===== config.mk =====
export PLATFORM = sky130hd
export DESIGN_NAME = sc_statemachine_pointtype_ctrl
export DESIGN_NICKNAME = d
export VERILOG_FILES = /design/src/rtl/sc_pointtype_pkg.sv /design/src/rtl/sc_sync2.sv /design/src/rtl/sc_statemachine_pointtype_ctrl.sv
export SDC_FILE = /design/constraint.sdc
export NUM_CORES = 1
export LEC_CHECK = 0
export BUFFER_PORTS_ARGS = -buffer_cell sky130_fd_sc_hd__buf_2
export CELL_PAD_IN_SITES_DETAIL_PLACEMENT = 0
export CELL_PAD_IN_SITES_GLOBAL_PLACEMENT = 2
export CORE_MARGIN = 3
export CORE_UTILIZATION = 42
export CTS_BUF_LIST = sky130_fd_sc_hd__clkbuf_4 sky130_fd_sc_hd__clkbuf_8 sky130_fd_sc_hd__clkbuf_16
export CTS_CLUSTER_SIZE = 14
export DETAILED_ROUTE_END_ITERATION = 10
export GPL_ROUTABILITY_DRIVEN = 0
export PLACE_DENSITY_LB_ADDON = 0.1
export SLEW_MARGIN = 10
export SYNTH_ARGS = -nofsm -noshare
export SYNTH_HDL_FRONTEND = slang
export SYNTH_SLANG_ARGS = --single-unit

===== constraint.sdc =====
create_clock -name SC_STATEMACHINEPOINT_CLOCK_50 -period 4.7 [get_ports SC_STATEMACHINEPOINT_CLOCK_50]
set_input_delay 0 -clock SC_STATEMACHINEPOINT_CLOCK_50 [delete_from_list [all_inputs] [get_ports SC_STATEMACHINEPOINT_CLOCK_50]]
set_output_delay 0 -clock SC_STATEMACHINEPOINT_CLOCK_50 [all_outputs]
set_load 0.01 [all_outputs]

===== src/rtl/sc_pointtype_pkg.sv =====
// Shared definitions for the point-type position register command interface:
// controller state encodings, shift command codes and the output decode.
package sc_pointtype_pkg;

  typedef enum logic [2:0] {
    RESET = 3'd0,
    CLEAR = 3'd1,
    CHECK = 3'd2,
    LEFT  = 3'd3,
    RIGHT = 3'd4,
    HOLD  = 3'd5,
    CRASH = 3'd6,
    LOCK  = 3'd7
  } ptState_t;

  localparam logic [1:0] SHIFT_NONE  = 2'b00;
  localparam logic [1:0] SHIFT_LEFT  = 2'b01;
  localparam logic [1:0] SHIFT_RIGHT = 2'b10;

  // Moore decode: {clear_OutLow, load0_OutLow, shiftselection}
  function automatic logic [3:0] decodeOutputs(input ptState_t st);
    logic [3:0] outs;
    case (st)
      CLEAR:   outs = {1'b0, 1'b1, SHIFT_NONE};
      CRASH:   outs = {1'b1, 1'b0, SHIFT_NONE};
      LEFT:    outs = {1'b1, 1'b1, SHIFT_LEFT};
      RIGHT:   outs = {1'b1, 1'b1, SHIFT_RIGHT};
      default: outs = {1'b1, 1'b1, SHIFT_NONE};
    endcase
    return outs;
  endfunction

endpackage


===== src/rtl/sc_sync2.sv =====
// Two-flop synchronizer for one asynchronous input; both flops take RESET_VAL
// while reset is asserted.
module sc_sync2 #(
  parameter logic RESET_VAL = 1'b1
) (
  input  logic clk,
  input  logic rst,
  input  logic asyncIn,
  output logic syncOut
);

  logic metaReg;

  // Capture stage followed by the settled output stage
  always_ff @(posedge clk or posedge rst) begin
    if (rst) begin
      metaReg <= RESET_VAL;
      syncOut <= RESET_VAL;
    end else begin
      metaReg <= asyncIn;
      syncOut <= metaReg;
    end
  end

endmodule


===== src/rtl/sc_statemachine_pointtype_ctrl.sv =====
// Command generator for one point-type register channel: turns buttons and the
// crash flag into one-cycle clear / load0 / shift strobes.
module sc_statemachine_pointtype_ctrl
  import sc_pointtype_pkg::*;
#(
  parameter int REPEAT_TICKS = 12500000,
  parameter int CNT_WIDTH    = 24
) (
  input  logic       SC_STATEMACHINEPOINT_CLOCK_50,
  input  logic       SC_STATEMACHINEPOINT_RESET_InHigh,
  input  logic       SC_STATEMACHINEPOINT_left_InLow,
  input  logic       SC_STATEMACHINEPOINT_right_InLow,
  input  logic       SC_STATEMACHINEPOINT_start_InLow,
  input  logic       SC_STATEMACHINEPOINT_crash_InLow,
  output logic       SC_STATEMACHINEPOINT_clear_OutLow,
  output logic       SC_STATEMACHINEPOINT_load0_OutLow,
  output logic [1:0] SC_STATEMACHINEPOINT_shiftselection_Out
);

  localparam logic [CNT_WIDTH-1:0] CNT_ZERO = {CNT_WIDTH{1'b0}};
  localparam logic [CNT_WIDTH-1:0] CNT_ONE  = CNT_WIDTH'(1);
  localparam logic [CNT_WIDTH-1:0] CNT_LAST = CNT_WIDTH'(REPEAT_TICKS - 1);

  logic clk;
  logic rst;
  logic leftSync;
  logic rightSync;
  logic startSync;

  ptState_t stateReg;
  ptState_t stateNext;
  logic [CNT_WIDTH-1:0] holdCnt;
  logic dirRight;
  logic resetDone;

  logic leftPressed;
  logic rightPressed;
  logic startPressed;
  logic crashActive;
  logic latchedHeld;

  assign clk = SC_STATEMACHINEPOINT_CLOCK_50;
  assign rst = SC_STATEMACHINEPOINT_RESET_InHigh;

  sc_sync2 #(.RESET_VAL(1'b1)) uSyncLeft (
    .clk(clk), .rst(rst), .asyncIn(SC_STATEMACHINEPOINT_left_InLow), .syncOut(leftSync)
  );
  sc_sync2 #(.RESET_VAL(1'b1)) uSyncRight (
    .clk(clk), .rst(rst), .asyncIn(SC_STATEMACHINEPOINT_right_InLow), .syncOut(rightSync)
  );
  sc_sync2 #(.RESET_VAL(1'b1)) uSyncStart (
    .clk(clk), .rst(rst), .asyncIn(SC_STATEMACHINEPOINT_start_InLow), .syncOut(startSync)
  );

  assign leftPressed  = ~leftSync;
  assign rightPressed = ~rightSync;
  assign startPressed = ~startSync;
  assign crashActive  = ~SC_STATEMACHINEPOINT_crash_InLow;
  // Only the latched button keeps HOLD alive; the opposite one is ignored
  assign latchedHeld  = dirRight ? rightPressed : leftPressed;

  // Next-state selection, crash taking priority over start over direction
  always_comb begin
    stateNext = stateReg;
    case (stateReg)
      RESET: begin
        if (resetDone) stateNext = CLEAR;
        else           stateNext = RESET;
      end
      CLEAR: stateNext = CHECK;
      CHECK: begin
        if (crashActive)                       stateNext = CRASH;
        else if (startPressed)                 stateNext = CLEAR;
        else if (leftPressed && !rightPressed) stateNext = LEFT;
        else if (rightPressed && !leftPressed) stateNext = RIGHT;
        else                                   stateNext = CHECK;
      end
      LEFT:  stateNext = HOLD;
      RIGHT: stateNext = HOLD;
      HOLD: begin
        if (crashActive)            stateNext = CRASH;
        else if (startPressed)      stateNext = CLEAR;
        else if (!latchedHeld)      stateNext = CHECK;
        else if (holdCnt == CNT_LAST) begin
          if (dirRight) stateNext = RIGHT;
          else          stateNext = LEFT;
        end else                    stateNext = HOLD;
      end
      CRASH: stateNext = LOCK;
      LOCK: begin
        if (startPressed) stateNext = CLEAR;
        else              stateNext = LOCK;
      end
      default: stateNext = RESET;
    endcase
  end

  // State, hold counter, direction latch and outputs registered from the next state
  always_ff @(posedge clk or posedge rst) begin
    if (rst) begin
      stateReg  <= RESET;
      resetDone <= 1'b0;
      holdCnt   <= CNT_ZERO;
      dirRight  <= 1'b0;
      SC_STATEMACHINEPOINT_clear_OutLow       <= 1'b1;
      SC_STATEMACHINEPOINT_load0_OutLow       <= 1'b1;
      SC_STATEMACHINEPOINT_shiftselection_Out <= SHIFT_NONE;
    end else begin
      stateReg  <= stateNext;
      resetDone <= 1'b1;
      case (stateReg)
        LEFT: begin
          holdCnt  <= CNT_ZERO;
          dirRight <= 1'b0;
        end
        RIGHT: begin
          holdCnt  <= CNT_ZERO;
          dirRight <= 1'b1;
        end
        HOLD:    holdCnt <= holdCnt + CNT_ONE;
        default: holdCnt <= holdCnt;
      endcase
      {SC_STATEMACHINEPOINT_clear_OutLow,
       SC_STATEMACHINEPOINT_load0_OutLow,
       SC_STATEMACHINEPOINT_shiftselection_Out} <= decodeOutputs(stateNext);
    end
  end

endmodule

# Word level (Yosys, flattened, before mapping)
# Cells that the tools add are included.
# totals
elab_cells	50
inputBits	6
out_inout_bits	4
ff_bits	39
# op_classes
mux	16
n_eq_ne	12
reduce_logical	6
bitwise_logic	2
add_sub_neg	1
# ops
op	count
case mux 24 bit (2 select lines)	1
two-way mux 3 bit	10
adder 24 x 1 -> 24 bit, second input constant	1
== test 24 bit, second input constant	1
case mux 3 bit (7 select lines)	1
== test 3 bit, second input constant	6
case mux 4 bit (4 select lines)	1
== test 3 x 2 -> 1 bit, second input constant	3
== test 3 x 1 -> 1 bit, second input constant	2
nonzero test 2 bit	2
zero test 3 bit	1
logical AND 1 bit	2
two-way mux 1 bit	2
inverter 1 bit	2
case mux 1 bit (2 select lines)	1
OR reduction 2 bit	1

# Logic depth before layout (Yosys ltp)
# logic_depth
word_depth	9
mapped_depth	7
mapped_depth_nobuf	6

# Hierarchy
# From an unflattened synthesis, not the netlist that was laid out.
# hier_totals
hier_cells	198
area_unflattened_um2	1980.6
# by_module_without_submodules
module	n_inst	area_per_inst_um2	cells_each
sc_statemachine_pointtype_ctrl	1	1811.7	189
sc_sync2	3	56.3	3

# Worst setup path after synthesis
# OpenSTA, ideal clock, no wires.
# synth_timing
path_kind	flip-flop to flip-flop
startpoint	reg holdCnt[0]
endpoint	reg SC_STATEMACHINEPOINT_clear_OutLow
arrival_ns	1.692
setup_time_ns	0.088
n_path_buf	0
t_required_ns	4.612
stages_incl_launch_ff	7
setup_slack_ns	2.920
cell_sequence	dfrtp_1 ha_1 and4_1 nand3_1 o31ai_1 a311o_1 or3_1
# synth_between
elab_chain_len	8
# synth_rtl
item	line	rtl
from (decl)	sc_statemachine_pointtype_ctrl.sv:32	logic [CNT_WIDTH-1:0] holdCnt;
from (signal assigned)	sc_statemachine_pointtype_ctrl.sv:120	HOLD: holdCnt <= holdCnt + CNT_ONE;
from (signal assigned)	sc_statemachine_pointtype_ctrl.sv:121	default: holdCnt <= holdCnt;
== test 24 bit (*)	sc_statemachine_pointtype_ctrl.sv:84	else if (holdCnt == CNT_LAST) begin
two-way mux 3 bit (*)	sc_statemachine_pointtype_ctrl.sv:84	
two-way mux 3 bit (*)	sc_statemachine_pointtype_ctrl.sv:83	else if (!latchedHeld) stateNext = CHECK;
two-way mux 3 bit (*)	sc_statemachine_pointtype_ctrl.sv:82	else if (startPressed) stateNext = CLEAR;
two-way mux 3 bit (*)	sc_statemachine_pointtype_ctrl.sv:81	if (crashActive) stateNext = CRASH;
case mux 3 bit (7 select lines) (*)	sc_statemachine_pointtype_ctrl.sv:65	case (stateReg)
== test 3 bit, or another cell as far along	sc_pointtype_pkg.sv:23	case (st)
case mux 4 bit (4 select lines) (*)	sc_pointtype_pkg.sv:23	
to (signal assigned)	sc_statemachine_pointtype_ctrl.sv:105	SC_STATEMACHINEPOINT_clear_OutLow <= 1'b1;
to (decl)	sc_statemachine_pointtype_ctrl.sv:15	output logic SC_STATEMACHINEPOINT_clear_OutLow,
# Mark *: on every way between the ends. The rest lies on a longest branch, timed or not.
# A chain may end at the register's enable or synchronous reset.

# Worst setup path in the final report
# layout_timing
startpoint	reg stateReg[2]
endpoint	reg holdCnt[23]
# layout_between
elab_chain_len	3
# layout_rtl
item	line	rtl
from (decl)	sc_statemachine_pointtype_ctrl.sv:30	ptState_t stateReg;
from (signal assigned)	sc_statemachine_pointtype_ctrl.sv:109	stateReg <= stateNext;
== test 3 bit / == test 3 x 2 -> 1 bit (equally long branches)	sc_statemachine_pointtype_ctrl.sv:111	case (stateReg)
OR reduction 2 bit (no line)	--	
case mux 24 bit (2 select lines) / nonzero test 2 bit (equally long branches)	--	
# Parallel ways exist; a longest one is shown, timed or not.

==> out/qor.txt <==
STATUS
---------------------------------------------------------------------------------
Result of the run .................................................. finished, final reports clean

DIE
---------------------------------------------------------------------------------
Starting density of the core .......................................        44.0%
Placement Rows .....................................................           24
Die Footprint ......................................................    5480 um^2
Core box area ......................................................    4410 um^2
Count of pins on the block boundary ................................           10
Die Y-Extent .......................................................      74.0 um
Die extent in x ....................................................      74.0 um

TIMING
---------------------------------------------------------------------------------
Setup TNS after final layout .......................................         0 ps
Number of setup violations in the final report .....................            0
Pin slew with the least headroom to its limit ......................       886 ps
Unrepaired setup endpoints after global routing ....................           no
Slew margin rel. ...................................................        40.9%
Number of pins exceeding their max-slew limit in the final report ..            0
Share of the clock period used by the worst path after layout ......        44.6%
Maximum clock frequency ............................................      477 MHz
Post-route clock skew ..............................................      4.16 ps
Final hold violations ..............................................            0
Final period demand of the worst path ..............................      2100 ps

GRT
---------------------------------------------------------------------------------
Peak-usage layer in the global routing report ......................         met2
Met2 Use GR ........................................................        26.4%
Maximum number of pins on one net before global-route repair .......           40
Global-route wire length before repair .............................      6.93 mm
Number of antenna violations at the first check in global routing ..            0
Number of global-route vias before repair ..........................        1,508
Overall Global Routing Usage .......................................        16.6%
Global Route met3 Usage ............................................        3.78%
GR Layer Usage met1 ................................................        22.5%
Total congestion overflow after global routing .....................            0

SETUP PATH
---------------------------------------------------------------------------------
Setup slack, reg-to-reg ............................................      2600 ps
Startpoint Class ...................................................     register
Crit path from .....................................................  stateReg[2]
Worst r2r path cells ...............................................            5
Critical R2R Launch ................................................  stateReg[2]
CP Class ........................................................... register to register
Data arrival at the endpoint of the critical path ..................      2260 ps
Endpoint type of the worst setup path ..............................     register
FF-to-FF End .......................................................  holdCnt[23]
Maximum fanout along the worst path ................................           13
Data required time of the worst path ...............................      4870 ps

SYNTHESIS
---------------------------------------------------------------------------------
Post-synth top area share ..........................................        39.9%
Leading post-synthesis cells by cell area .......................... dfrtp_1 40%, dfstp_2 11%, mux2i_1 6.7%
Number of unique standard cell types used by synthesis .............           43
Asr flop ratio synth ...............................................         100%
Number of standard cells after synthesis ...........................          195
Leading area contributor after synthesis ...........................      dfrtp_1
Main synth FF type .................................................      dfrtp_1
Count of flip-flops with a built-in enable after synthesis .........            0
Summed instance area of the synthesized netlist ....................    1940 um^2
Sequential share of the synthesized area ...........................        50.8%
Synth warnings .....................................................            0
Average cell area after synthesis ..................................    9.96 um^2
Net count of the mapped netlist ....................................          202
Synthesis-stage register bit count .................................           39

CLOCKING
---------------------------------------------------------------------------------
Source-to-sink clock delay at the later pin of the worst-skew pair .       280 ps
Buffer type at the clock tree root .................................     clkbuf_8
CTS tree ...........................................................        built
CTS clock-pin slew for the worst setup and hold paths ..............        70 ps
TritonCTS buffer count .............................................            5
Clk buf depth ......................................................            2
Cells resized by post-CTS repair ...................................            0
Number of clock sinks seen by CTS ..................................           39
H-tree level count .................................................            2

FINAL LAYOUT
---------------------------------------------------------------------------------
Number of filler cells placed in the layout ........................          433
Growth of design area from synthesis to finish .....................        11.0%
Number of nets in the final layout .................................          216
Antenna diode count ................................................            0
Fraction of final layout cells sized beyond drive strength 1 .......        15.2%
Utilization after layout ...........................................        48.8%
Commonest cells after routing, fill and taps aside ................. 31 x dfrtp_1, 31 x nand2_1, 15 x nand3_1

ROUTE
---------------------------------------------------------------------------------
Iteration count of the initial detailed-routing pass ...............            4
Final wirelength ...................................................      3.87 mm
Drt initial violations .............................................           70
Via total after detailed routing ...................................        1,468
Routed via count divided by cell count .............................         5.60
Count of unresolved DRC violations after routing ...................            0
Antenna-violating nets left ........................................            0
Drt wl/cell ........................................................      14.8 um

WORST HOLD PATH
---------------------------------------------------------------------------------
Count of cells along the worst hold path ...........................            2
Class of the most critical hold timing path ........................ primary input to register
Capture endpoint of the worst hold path ............................ uSyncLeft.metaReg
Min-delay src ...................................................... SC_STATEMACHINEPOINT_left_InLow

PLACED DESIGN
---------------------------------------------------------------------------------
Number of input and output port buffers inserted ...................            9
Post-detailed-placement half-perimeter wirelength ..................      2.65 mm

PWR
---------------------------------------------------------------------------------
Largest voltage drop on the vdd net ................................     0.203 mV
Leakage power total ................................................  0.000982 uW
Power Density ......................................................  431 nW/um^2

RUN
---------------------------------------------------------------------------------
Max-cap viol count .................................................            0

[sequential cells by signal, indices dropped and copies added (netlist names)]
register and cells:
SC_STATEMACHINEPOINT_clear_OutLow 1, uSyncLeft.syncOut 1, SC_STATEMACHINEPOINT_load0_OutLow 1, resetDone 1
uSyncRight.syncOut 1, stateReg 3, SC_STATEMACHINEPOINT_shiftselection_Out 2, uSyncLeft.metaReg 1
uSyncStart.metaReg 1, uSyncRight.metaReg 1, holdCnt 24, uSyncStart.syncOut 1
dirRight 1
[timing repair]
| action | in CTS | in global routing |
|---|---|---|
| hold buffers | 5 | 0 |
| buffers inserted | 0 | 0 |
| hold endpoints to repair | 35 | 0 |
[metal layers]
layer | up-vias | share of wire, %
met1 | 704 | 46
met5 | - | 0
met3 | 4 | 4.2
li1 | 730 | -
met2 | 30 | 49
met4 | 0 | 1.1
[cells in the mapped netlist, types with 3 or more instances]
cell      instances
nor2b_1           5
o31ai_1           5
nor4b_1           3
nor3b_1           3
inv_1             5
mux2i_1          13
dfrtp_1          31
nor2_1           10
a21oi_1           5
nand3_1          15
o21ai_0          14
nand2_1          31
clkbuf_1          5
nand4_1           9
dfstp_2           8
[cell type report]
| class | count | area (um^2) | share of cell area (%) |
|---|---|---|---|
| inverters | 5 | 18.8 | 0.871 |
| clock inverters | 1 | 5.00 | 0.232 |
| flip-flops and latches | 39 | 986 | 45.7 |
| multi-input cells | 143 | 895 | 41.5 |
| clock buffers | 7 | 83.8 | 3.89 |
| repair buffers | 15 | 103 | 4.76 |
| well taps | 52 | 65.1 | 3.02 |
[where the power goes]
part	internal [uW]	switching, uW	leakage, uW
combinational	101	167	0.000433
clock	116	109	0.0000491
sequential	380	57.2	0.000501
[per-stage QoR]
step	power, uW	setup slack (ps)	cell area [um^2]	hold WS, ps	instances
floorplan	646	2920	1940	4.48	195
global placement	701	2680	2020	106	249
detailed placement	710	2610	2020	107	249
CTS	942	2590	2160	343	262
global route	1000	2410	2160	353	262
finish	930	2600	2160	347	262
[cell families after synthesis]
kind of cell               Yosys count  share of synthesized area [%]
xor gates and xnor gates             1                          0.451
muxes                               13                           6.70
other                                1                          0.193
DFF                                 39                           50.8
and+or+nand+nor                     91                           25.9
AOI/OAI and AO/OA                   36                           12.2
adders and majority gates            1                          0.644
buffers and inverters               13                           3.16
[worst max path at each step]
stage                                                   end  slack (ps)  cells after the start
after floorplan           SC_STATEMACHINEPOINT_clear_OutLow        2920                      6
after global placement                          holdCnt[23]        2680                      5
after detailed placement                         holdCnt[8]        2610                      5
after CTS                                        holdCnt[8]        2590                      5
after global routing                             holdCnt[2]        2410                      5
final                                           holdCnt[23]        2600                      5
[worst max-delay path, stage by stage (launching register included)]
cell and delay (ps):
dfrtp_1 590, nand3b_4 210, or3_1 570, nor3_4 310
nand4_1 140, mux2i_1 140
Note: power is estimated with default switching activity, not from simulation.
